File: src/rtl/pipe_stage_skid_pkg.sv
`default_nettype none
// ============================================================================
//  Module      : pipe_stage_skid_pkg
//  Description : Shared pipeline definitions. Holds the stage-register state
//                encoding and the payload widths used between CPU stages.
//  Revision    : 1.0 - initial release
// ============================================================================
package pipe_stage_skid_pkg;

  // The state value equals the number of held entries, so occupancy is a
  // direct copy of the state register.
  typedef enum logic [1:0] {
    ST_EMPTY = 2'd0,
    ST_FULL  = 2'd1,
    ST_SKID  = 2'd2
  } pipe_state_e;

  // Payload widths carried between CPU stages.
  localparam int unsigned ALU_OUT_W  = 32;
  localparam int unsigned RS2_DATA_W = 32;
  localparam int unsigned EX_MEM_W   = ALU_OUT_W + RS2_DATA_W;

  // Number of entries held in a given state.
  function automatic logic [1:0] state_occupancy(input pipe_state_e s);
    return 2'(s);
  endfunction

endpackage : pipe_stage_skid_pkg
`default_nettype wire

File: src/rtl/pipe_data_reg.sv
`default_nettype none
// ============================================================================
//  Module      : pipe_data_reg
//  Description : DATA_W-bit storage register with asynchronous active-low
//                reset, load enable and a synchronous clear that wins over
//                the load.
//  Revision    : 1.0 - initial release
// ============================================================================
module pipe_data_reg #(
  parameter int DATA_W = 64
) (
  input  logic              clk,
  input  logic              rst,
  input  logic              clr,
  input  logic              load,
  input  logic [DATA_W-1:0] d,
  output logic [DATA_W-1:0] q
);

  logic [DATA_W-1:0] data_q;
  logic [DATA_W-1:0] data_d;

  // Next value: clear has priority, otherwise load, otherwise hold.
  always_comb begin
    data_d = data_q;
    if (clr) begin
      data_d = '0;
    end else if (load) begin
      data_d = d;
    end
  end

  // Storage flop, zeroed while reset is held low.
  always_ff @(posedge clk or negedge rst) begin
    if (!rst) begin
      data_q <= '0;
    end else begin
      data_q <= data_d;
    end
  end

  assign q = data_q;

endmodule : pipe_data_reg
`default_nettype wire

File: src/rtl/pipe_stage_skid.sv
`default_nettype none
// ============================================================================
//  Module      : pipe_stage_skid
//  Description : Parametrised valid/ready pipeline stage register with
//                synchronous flush. SKID_EN=1 builds a two-entry skid buffer
//                whose in_ready comes from state flops only; SKID_EN=0 builds
//                a single register with combinational in_ready.
//  Revision    : 1.0 - initial release
// ============================================================================
module pipe_stage_skid
  import pipe_stage_skid_pkg::*;
#(
  parameter int DATA_W         = EX_MEM_W,
  parameter int SKID_EN        = 1,
  parameter int CLEAR_ON_FLUSH = 1
) (
  input  logic              clk,
  input  logic              rst,
  input  logic              flush,
  input  logic              in_valid,
  output logic              in_ready,
  input  logic [DATA_W-1:0] in_data,
  output logic              out_valid,
  input  logic              out_ready,
  output logic [DATA_W-1:0] out_data,
  output logic [1:0]        occupancy
);

  pipe_state_e       state_q;
  pipe_state_e       state_d;
  logic              main_valid;
  logic              skid_valid;
  logic              in_xfer;
  logic              out_xfer;
  logic              main_load;
  logic              main_sel_skid;
  logic              data_clr;
  logic [DATA_W-1:0] main_d;
  logic [DATA_W-1:0] main_q;
  logic [DATA_W-1:0] skid_q;

  assign main_valid = (state_q != ST_EMPTY);
  assign skid_valid = (state_q == ST_SKID);
  assign in_xfer    = in_valid && in_ready;
  assign out_xfer   = main_valid && out_ready;
  assign data_clr   = flush && (CLEAR_ON_FLUSH != 0);

  // Ready generation differs per flavour: the skid variant must not see
  // out_ready combinationally, the plain variant may pass it straight back.
  generate
    if (SKID_EN != 0) begin : g_ready_skid
      assign in_ready = !skid_valid;
    end else begin : g_ready_plain
      assign in_ready = out_ready || !main_valid;
    end
  endgenerate

  // Next-state and main-register load control; flush overrides everything.
  always_comb begin
    state_d       = state_q;
    main_load     = 1'b0;
    main_sel_skid = 1'b0;
    if (flush) begin
      state_d = ST_EMPTY;
    end else begin
      case (state_q)
        ST_EMPTY: begin
          if (in_xfer) begin
            state_d   = ST_FULL;
            main_load = 1'b1;
          end
        end
        ST_FULL: begin
          if (in_xfer && out_xfer) begin
            main_load = 1'b1;
          end else if (in_xfer) begin
            // Only reachable with the skid buffer: plain mode deasserts
            // in_ready whenever it is full and not draining.
            state_d = ST_SKID;
          end else if (out_xfer) begin
            state_d = ST_EMPTY;
          end
        end
        ST_SKID: begin
          if (out_xfer) begin
            state_d       = ST_FULL;
            main_load     = 1'b1;
            main_sel_skid = 1'b1;
          end
        end
        default: begin
          state_d = ST_EMPTY;
        end
      endcase
    end
  end

  // State register.
  always_ff @(posedge clk or negedge rst) begin
    if (!rst) begin
      state_q <= ST_EMPTY;
    end else begin
      state_q <= state_d;
    end
  end

  // Main register refills from the skid entry when it drains, otherwise
  // straight from the upstream payload.
  assign main_d = main_sel_skid ? skid_q : in_data;

  pipe_data_reg #(
    .DATA_W (DATA_W)
  ) u_main_reg (
    .clk  (clk),
    .rst  (rst),
    .clr  (data_clr),
    .load (main_load),
    .d    (main_d),
    .q    (main_q)
  );

  generate
    if (SKID_EN != 0) begin : g_skid_reg
      logic skid_load;

      // The skid entry captures a payload that arrives while main is
      // stalled downstream.
      assign skid_load = !flush && (state_q == ST_FULL) && in_xfer && !out_xfer;

      pipe_data_reg #(
        .DATA_W (DATA_W)
      ) u_skid_reg (
        .clk  (clk),
        .rst  (rst),
        .clr  (data_clr),
        .load (skid_load),
        .d    (in_data),
        .q    (skid_q)
      );
    end else begin : g_no_skid_reg
      assign skid_q = '0;
    end
  endgenerate

  assign out_valid = main_valid;
  assign out_data  = main_q;
  assign occupancy = state_occupancy(state_q);

endmodule : pipe_stage_skid
`default_nettype wire

File: config.mk
export PLATFORM = sky130hd
export DESIGN_NAME = pipe_stage_skid
export DESIGN_NICKNAME = d
export VERILOG_FILES = /design/src/rtl/pipe_stage_skid_pkg.sv /design/src/rtl/pipe_data_reg.sv /design/src/rtl/pipe_stage_skid.sv
export SDC_FILE = /design/constraint.sdc
export NUM_CORES = 1
export LEC_CHECK = 0
export BUFFER_PORTS_ARGS = -buffer_cell sky130_fd_sc_hd__clkbuf_2
export CORE_MARGIN = 1.5
export CORE_UTILIZATION = 25
export CTS_CLUSTER_SIZE = 10
export DETAILED_ROUTE_END_ITERATION = 6
export MAX_ROUTING_LAYER = met4
export PLACE_DENSITY = 0.52
export SETUP_SLACK_MARGIN = 0.15
export SYNTH_ARGS = -nofsm -noshare
export SYNTH_HDL_FRONTEND = slang
export SYNTH_SLANG_ARGS = --single-unit
File: constraint.sdc
create_clock -name clk -period 1.6 [get_ports clk]
set_clock_uncertainty 0.05 [all_clocks]
set_input_delay 0.32 -clock clk [delete_from_list [all_inputs] [get_ports clk]]
set_output_delay 0.32 -clock clk [all_outputs]
set_load 0.005 [all_outputs]
Yosys cells after proc, flatten, opt, wreduce, memory -nomap -nowiden
Cells that the tools add are included.
{"block": "totals", "output_inout_bits": 68, "reg_bits": 130, "elab_cells": 42}
{"block": "classes", "reduce_logical": 14, "eq_ne": 6, "mux": 19}
{"op": "64-bit 2-to-1 mux", "count": 5}
{"op": "2-bit 2-to-1 mux", "count": 6}
{"op": "1-bit logical AND", "count": 6}
{"op": "1-bit 2-to-1 mux", "count": 6}
{"op": "3-bit inequality test (second input constant)", "count": 2}
{"op": "2-bit case mux with 3 select lines", "count": 1}
{"op": "2-bit nonzero test", "count": 3}
{"op": "4-bit inequality test (second input constant)", "count": 1}
{"op": "4-bit AND reduction", "count": 1}
{"op": "1-bit logical NOT", "count": 3}
{"op": "3-bit by 2-bit inequality test with 1-bit output (second input constant)", "count": 1}
{"op": "1-bit case mux with 3 select lines", "count": 1}
{"op": "2-bit by 1-bit equality test with 1-bit output (second input constant)", "count": 1}
{"op": "2-bit equality test (second input constant)", "count": 1}
{"op": "2-bit logical NOT", "count": 1}

Logic depth before layout (Yosys ltp)
{"block": "logic_depth", "depth_word": 9, "ltp_mapped": 6, "depth_no_buf": 4}

By module
A second synthesis with hierarchy kept.
{"block": "hier_totals", "cells_unflattened": 498, "hier_area_um2": 6438.7}
{"module": "pipe_data_reg", "cells_each": 206, "n_inst": 2, "area_each_um2": 2611.3}
{"module": "pipe_stage_skid", "cells_each": 86, "n_inst": 1, "area_each_um2": 1216.2}

Worst setup path before layout
Ideal clock, no wire load.
{"block": "synth_timing", "path_type": "register to register", "startpoint": "register state_q[0], in the netlist occupancy[0]", "endpoint": "register u_main_reg.data_q[10], in the netlist u_main_reg.q[10]", "arrival_ns": 1.324, "setup_slack_ns": 0.103, "stages_incl_launch_ff": 6, "synth_period_minus_slack_ns": 1.497, "setup_ns": 0.123, "n_path_buf": 1, "cell_sequence": "dfrtp_1 nand3b_2 nor2_8 buf_6 mux2i_1 o2bb2ai_1"}
{"block": "synth_between", "elab_chain_cells": 8, "word_cells_on_any_way": 19, "cone_classes": "2 x eq/ne; 10 x mux; 7 x reduce/logical"}
{"item": "start, declared", "line": "pipe_stage_skid.sv:29", "rtl": "pipe_state_e state_q;"}
{"item": "start signal, assigned", "line": "pipe_stage_skid.sv:103", "rtl": "state_q <= state_d;"}
{"item": "2-bit equality test or 2-bit nonzero test (tied branches)", "line": "pipe_stage_skid.sv:43, pipe_stage_skid.sv:66, pipe_stage_skid.sv:42"}
{"item": "1-bit logical NOT or 1-bit logical AND (tied branches)", "line": "pipe_stage_skid.sv:52, pipe_stage_skid.sv:45"}
{"item": "1-bit logical AND or 1-bit 2-to-1 mux (tied branches)", "line": "pipe_stage_skid.sv:44, pipe_stage_skid.sv:85"}
{"item": "1-bit logical AND or 1-bit 2-to-1 mux (tied branches)", "line": "pipe_stage_skid.sv:74, pipe_stage_skid.sv:66"}
{"item": "1-bit 2-to-1 mux (on tied branches)", "line": "pipe_stage_skid.sv:74, pipe_stage_skid.sv:63"}
{"item": "1-bit case mux with 3 select lines or 64-bit 2-to-1 mux (tied branches)", "line": "pipe_stage_skid.sv:66, pipe_stage_skid.sv:109"}
{"item": "1-bit 2-to-1 mux or 64-bit 2-to-1 mux (tied branches)", "line": "pipe_stage_skid.sv:63, pipe_data_reg.sv:28"}
{"item": "2-bit nonzero test (no line) or 64-bit 2-to-1 mux (tied branches)"}
{"item": "end signal, assigned", "line": "pipe_data_reg.sv:38", "rtl": "data_q <= data_d;"}
{"item": "end, declared", "line": "pipe_data_reg.sv:20", "rtl": "logic [DATA_W-1:0] data_q;"}
Several ways; a longest one is shown, not always the timed one. The select of a mux whose other input is x is not followed.
A chain may end at the register's enable or synchronous reset.

Worst setup path in the final report
{"block": "layout_timing", "startpoint": "register state_q[1], in the netlist occupancy[1]", "endpoint": "register g_skid_reg.u_skid_reg.data_q[59], in the netlist g_skid_reg.u_skid_reg.q[59]"}
{"block": "layout_between", "elab_chain_cells": 6, "word_cells_on_any_way": 11, "cone_classes": "2 x eq/ne; 9 x reduce/logical"}
{"item": "2-bit equality test", "line": "pipe_stage_skid.sv:43", "rtl": "assign skid_valid = (state_q == ST_SKID);"}
{"item": "1-bit logical NOT", "line": "pipe_stage_skid.sv:52", "rtl": "assign in_ready = !skid_valid;"}
{"item": "1-bit logical AND", "line": "pipe_stage_skid.sv:44", "rtl": "assign in_xfer = in_valid && in_ready;"}
{"item": "1-bit logical AND", "line": "pipe_stage_skid.sv:128", "rtl": "assign skid_load = !flush && (state_q == ST_FULL) && in_xfer && !out_xfer;"}
{"item": "1-bit logical AND *", "line": "pipe_stage_skid.sv:128"}
{"item": "2-bit nonzero test (no line) *"}
{"item": "end signal, assigned", "line": "pipe_data_reg.sv:38"}
{"item": "end, declared", "line": "pipe_data_reg.sv:20"}
Mark *: on every way between the ends. The rest lies on a longest branch, timed or not.

==> impl_summary.log <==
[metrics] fraction of layout cells with a size suffix above 1: 57.0%
[metrics] slew at the pin closest to its max-slew limit: 528 ps
[metrics] Routability Congestion: between 0.6 and 0.7
[metrics] floorplan core area: roughly 22,000 um2
[metrics] clk buf depth: 2
[metrics] Final Instance Count excl. Fillers: 976
[metrics] final-stage net count: 752
[metrics] Worst R2R Start: occupancy[1]$_DFFE_PN0P_
[metrics] warning count from the yosys run: 0
[metrics] total wire length after detailed routing: between 20,000 and 25,000 um
[metrics] # setup viols final: 130
[metrics] minimum period implied by the final worst setup slack: around 1700 ps
[metrics] via count of the routed design: 4,690
[metrics] worst endpoint data arrival time: a little under 2000 ps
[metrics] Post-Synthesis Cell Area: 5610 um2
[metrics] delay of the slowest critical-path stage: 420 ps
[metrics] Max-Slew Margin vs Limit: 64.8%
[metrics] required time of the critical path: 1830 ps
[metrics] worst-case register-to-register setup slack: -140 ps
[metrics] endpoints failing hold: 0
[metrics] most common library cell in the layout ignoring fill and taps: sky130_fd_sc_hd__clkbuf_2
[metrics] clock transition at the registers of the reported paths: 60 ps
[metrics] relative contribution of sequential cells to total power: 41.8%
[metrics] cells along the critical path: buf_6, nand3b_1, buf_4, or2_4, clkbuf_16, nand2_1, a21oi_2
[metrics] Port Buffers: between 100 and 150
[metrics] Worst setup EP type: register
[metrics] detail-routed via count per cell: 4.81
[metrics] count of cells along the worst register-to-register path: 7
[metrics] maximum number of pins on one net before global-route repair: between 60 and 70
[metrics] unrepaired setup endpoints after global routing: yes
[metrics] portion of total power attributed to the clock network: approximately 45%
[metrics] Hold WC Path Type: in2reg
[metrics] cell at the root of the clock tree: sky130_fd_sc_hd__clkbuf_16
[metrics] met3 usage: 4.10%
[metrics] met1 Resource Use GR: roughly 22%
[metrics] max cap viols: 0
[metrics] initial detailed-routing violation count: 169
[metrics] most area-hungry cell type in the Yosys netlist: sky130_fd_sc_hd__dfrtp_1
[metrics] Syn Nets: 575
[metrics] Register Area: 3250 um2
[metrics] endpoint of the most critical register-to-register path: g_skid_reg.u_skid_reg.q[59]$_DFFE_PN0P_
[metrics] average wire per cell in the routed design: 20.8 um
[metrics] largest voltage drop on the vdd net: 719 uV
[metrics] share of the cycle needed by the critical path after routing: 109%
[metrics] DRC violation count after routing: 0
[metrics] 1st-pass router iterations: 4
[metrics] run status: complete, but fails checks
[metrics] initial core utilization: 25.6%
[metrics] Die Outline Area: 23,300 um2
[metrics] number of buffers added by the clock tree synthesis step: 17
[metrics] layer with the highest usage after global routing: met2
[metrics] Final WS setup: -142 ps
[metrics] beginning of the critical path: occupancy[1]$_DFFE_PN0P_
[metrics] Net Sw Frac: 25.4%
[metrics] Top-Level Pins: 137
[metrics] core utilization of the finished layout: 40.9%
[metrics] number of synthesized register bits: 130
[metrics] number of global-route vias before repair: 4,906
[metrics] wire length of the first global-routing pass: 29,000 um
[metrics] area grow syn2layout: 59.6%
[metrics] fill cell instance count of the final layout: 2,143
[metrics] area occupied by multi-input gates: between 2000 and 3000 um2
[metrics] mean area per synthesized cell: 11.1 um2
[metrics] number of buffers and inverters on the critical path: 3
[metrics] floorplan row count: 54
[metrics] leading cell types in the layout, fill and taps excluded: sky130_fd_sc_hd__clkbuf_2 (133), sky130_fd_sc_hd__dfrtp_1 (129), sky130_fd_sc_hd__nand2_1 (55), sky130_fd_sc_hd__a21oi_2 (55), sky130_fd_sc_hd__mux2i_1 (52)
[metrics] vertical die dimension: 153 um
[metrics] summed negative setup slack over all endpoints: -11,800 ps
[metrics] Routed Antenna Nets: 0
[metrics] kind of critical path: reg2reg
[metrics] leading cell types by total area after synthesis: sky130_fd_sc_hd__dfrtp_1 (58%), sky130_fd_sc_hd__mux2i_1 (11%), sky130_fd_sc_hd__o2bb2ai_1 (10%)
[metrics] Power Density: ~950 nW/um2
[metrics] combinational share of power: 13.0%
[metrics] H-tree depth: 4
[metrics] number of instances in the synthesized netlist: 506
[metrics] cell count after placement: 902
[metrics] TritonCTS clock tree: built
[metrics] detailed placer's ending HPWL: 9540 um
[metrics] failing checks: negative setup slack
[metrics] met2 routing resource usage after global routing: 26.4%
[metrics] overall global routing resource usage: around 17%
[metrics] sequential share of the synthesized area: 58.0%
[metrics] GR Overflow Total: 0
[metrics] worst skew pair latency: 420 ps
[metrics] Max Slew Vio Count: 0
[metrics] cell count along the critical path: 7
[metrics] area fraction of the dominant cell type after synthesis: between 50% and 60%
[metrics] total power: roughly 8.5 mW
[metrics] initial antenna violation count: 1
[metrics] Slowest cell on crit path: sky130_fd_sc_hd__dfrtp_2
[metrics] internal power component: 6.34 mW
[metrics] switching power: about 2.2 mW
[metrics] startpoint type of the worst setup path: register
[metrics] total clock sinks: 130
[metrics] count of cell types in the netlist: 21
[metrics] Pleak: roughly 4.0 nW
[metrics] Worst path top cell family by delay: simple AND/OR/NAND/NOR gates
[metrics] peak fanout along the critical path: 14
[metrics] Peak Freq: 0.574 GHz
[metrics] endpoint of the worst setup timing path: g_skid_reg.u_skid_reg.q[59]$_DFFE_PN0P_
[metrics] overall die width: 153 um
-- worst register-to-register path, cell delays in order, from the launching register on --
cell                        delay (ps)
sky130_fd_sc_hd__dfrtp_2           420
sky130_fd_sc_hd__buf_6             130
sky130_fd_sc_hd__nand3b_1          180
sky130_fd_sc_hd__buf_4             150
sky130_fd_sc_hd__or2_4             300
sky130_fd_sc_hd__clkbuf_16         220
sky130_fd_sc_hd__nand2_1           110
sky130_fd_sc_hd__a21oi_2            60
-- repair_timing --
| item | CTS | global route |
|---|---|---|
| endpoints found under the setup margin | 131 | 132 |
| setup buffers | 15 | 5 |
| hold endpoints to repair | 19 | 0 |
| cloned | 12 | 9 |
| pin swaps | 57 | 43 |
| hold buffers | 1 | 0 |
| gates resized for setup | 124 | 129 |
-- power groups by stage --
stage	Sequential (mW)	Clock, mW	Combinational [mW]
after floorplan	3.59	0	0.315
after global placement	3.60	0	0.792
after detailed placement	3.59	0	0.797
after CTS	3.54	3.94	0.962
after global routing	3.57	4.08	1.20
final	3.55	3.83	1.11
-- routing by layer --
layer	share of wire, %	up-vias
met4	1.7	0
met5	0	-
met2	48	139
met3	5.0	22
met1	45	2383
li1	-	2146
-- how the worst min path moves through the flow --
stage / to / cells past startpoint / slack [ps] / start
2_1_floorplan: g_skid_reg.u_skid_reg.q[0]$_DFFE_PN0P_ / 0 / -30 / rst
3_3_place_gp: u_main_reg.q[31]$_DFFE_PN0P_ / 1 / 140 / rst
3_5_place_dp: u_main_reg.q[31]$_DFFE_PN0P_ / 1 / 140 / rst
4_1_cts: g_skid_reg.u_skid_reg.q[40]$_DFFE_PN0P_ / 3 / 60 / in_data[40]
5_1_grt: g_skid_reg.u_skid_reg.q[40]$_DFFE_PN0P_ / 3 / 60 / in_data[40]
6_report: g_skid_reg.u_skid_reg.q[58]$_DFFE_PN0P_ / 3 / 70 / in_data[58]
-- Yosys cell counts --
library cell / n
sky130_fd_sc_hd__o21a_1: 1
sky130_fd_sc_hd__o2bb2ai_1: 64
sky130_fd_sc_hd__nor2_2: 2
sky130_fd_sc_hd__buf_2: 27
sky130_fd_sc_hd__nand2_1: 128
sky130_fd_sc_hd__dfrtp_1: 130
sky130_fd_sc_hd__nand2b_1: 3
sky130_fd_sc_hd__clkbuf_1: 7
sky130_fd_sc_hd__xnor2_1: 1
sky130_fd_sc_hd__nor2_1: 1
sky130_fd_sc_hd__nand3b_1: 1
sky130_fd_sc_hd__nor2b_1: 1
sky130_fd_sc_hd__a211oi_1: 1
sky130_fd_sc_hd__buf_6: 6
sky130_fd_sc_hd__or2_2: 1
sky130_fd_sc_hd__nand3b_2: 1
sky130_fd_sc_hd__or2_1: 1
sky130_fd_sc_hd__mux2i_1: 64
sky130_fd_sc_hd__a21oi_1: 64
sky130_fd_sc_hd__nor2_8: 1
sky130_fd_sc_hd__o21ai_1: 1
-- logic make-up (layout without fill, tap and decap cells) --
family                    Yosys count  after routing  synth area share [%]
other                               0              1                     0
DFF                               130            130                  58.0
xor gates and xnor gates            1              1                 0.156
buffers and inverters              40            229                  4.08
AOI/OAI and AO/OA                 131            131                  16.1
and+or+nand+nor                   140            140                  10.2
muxes                              64             64                  11.4
-- stage by stage --
step / cell area (um2) / worst slack, ps / hold WS, ps
global route: 8940 / -198 / 63.2
global placement: 6740 / 9.83 / 143
floorplan: 5620 / 137 / -25.6
detailed placement: 6740 / -13.1 / 141
finish: 8940 / -142 / 74.9
CTS: 8200 / -116 / 55.5
-- flip-flops by register name, indices dropped and copies added, names as in the netlist --
register,cells
g_skid_reg.u_skid_reg.q,64
occupancy,2
u_main_reg.q,64
-- layout make-up --
cell class | count | area share [%]
diodes | 1 | 0.0280
clock buffers | 25 | 5.43
clock inverters | 6 | 0.895
multi-input cells | 336 | 33.2
flip-flops and latches | 130 | 36.4
well taps | 280 | 3.92
repair buffers | 198 | 20.2
(Power assumes the default switching activity.)
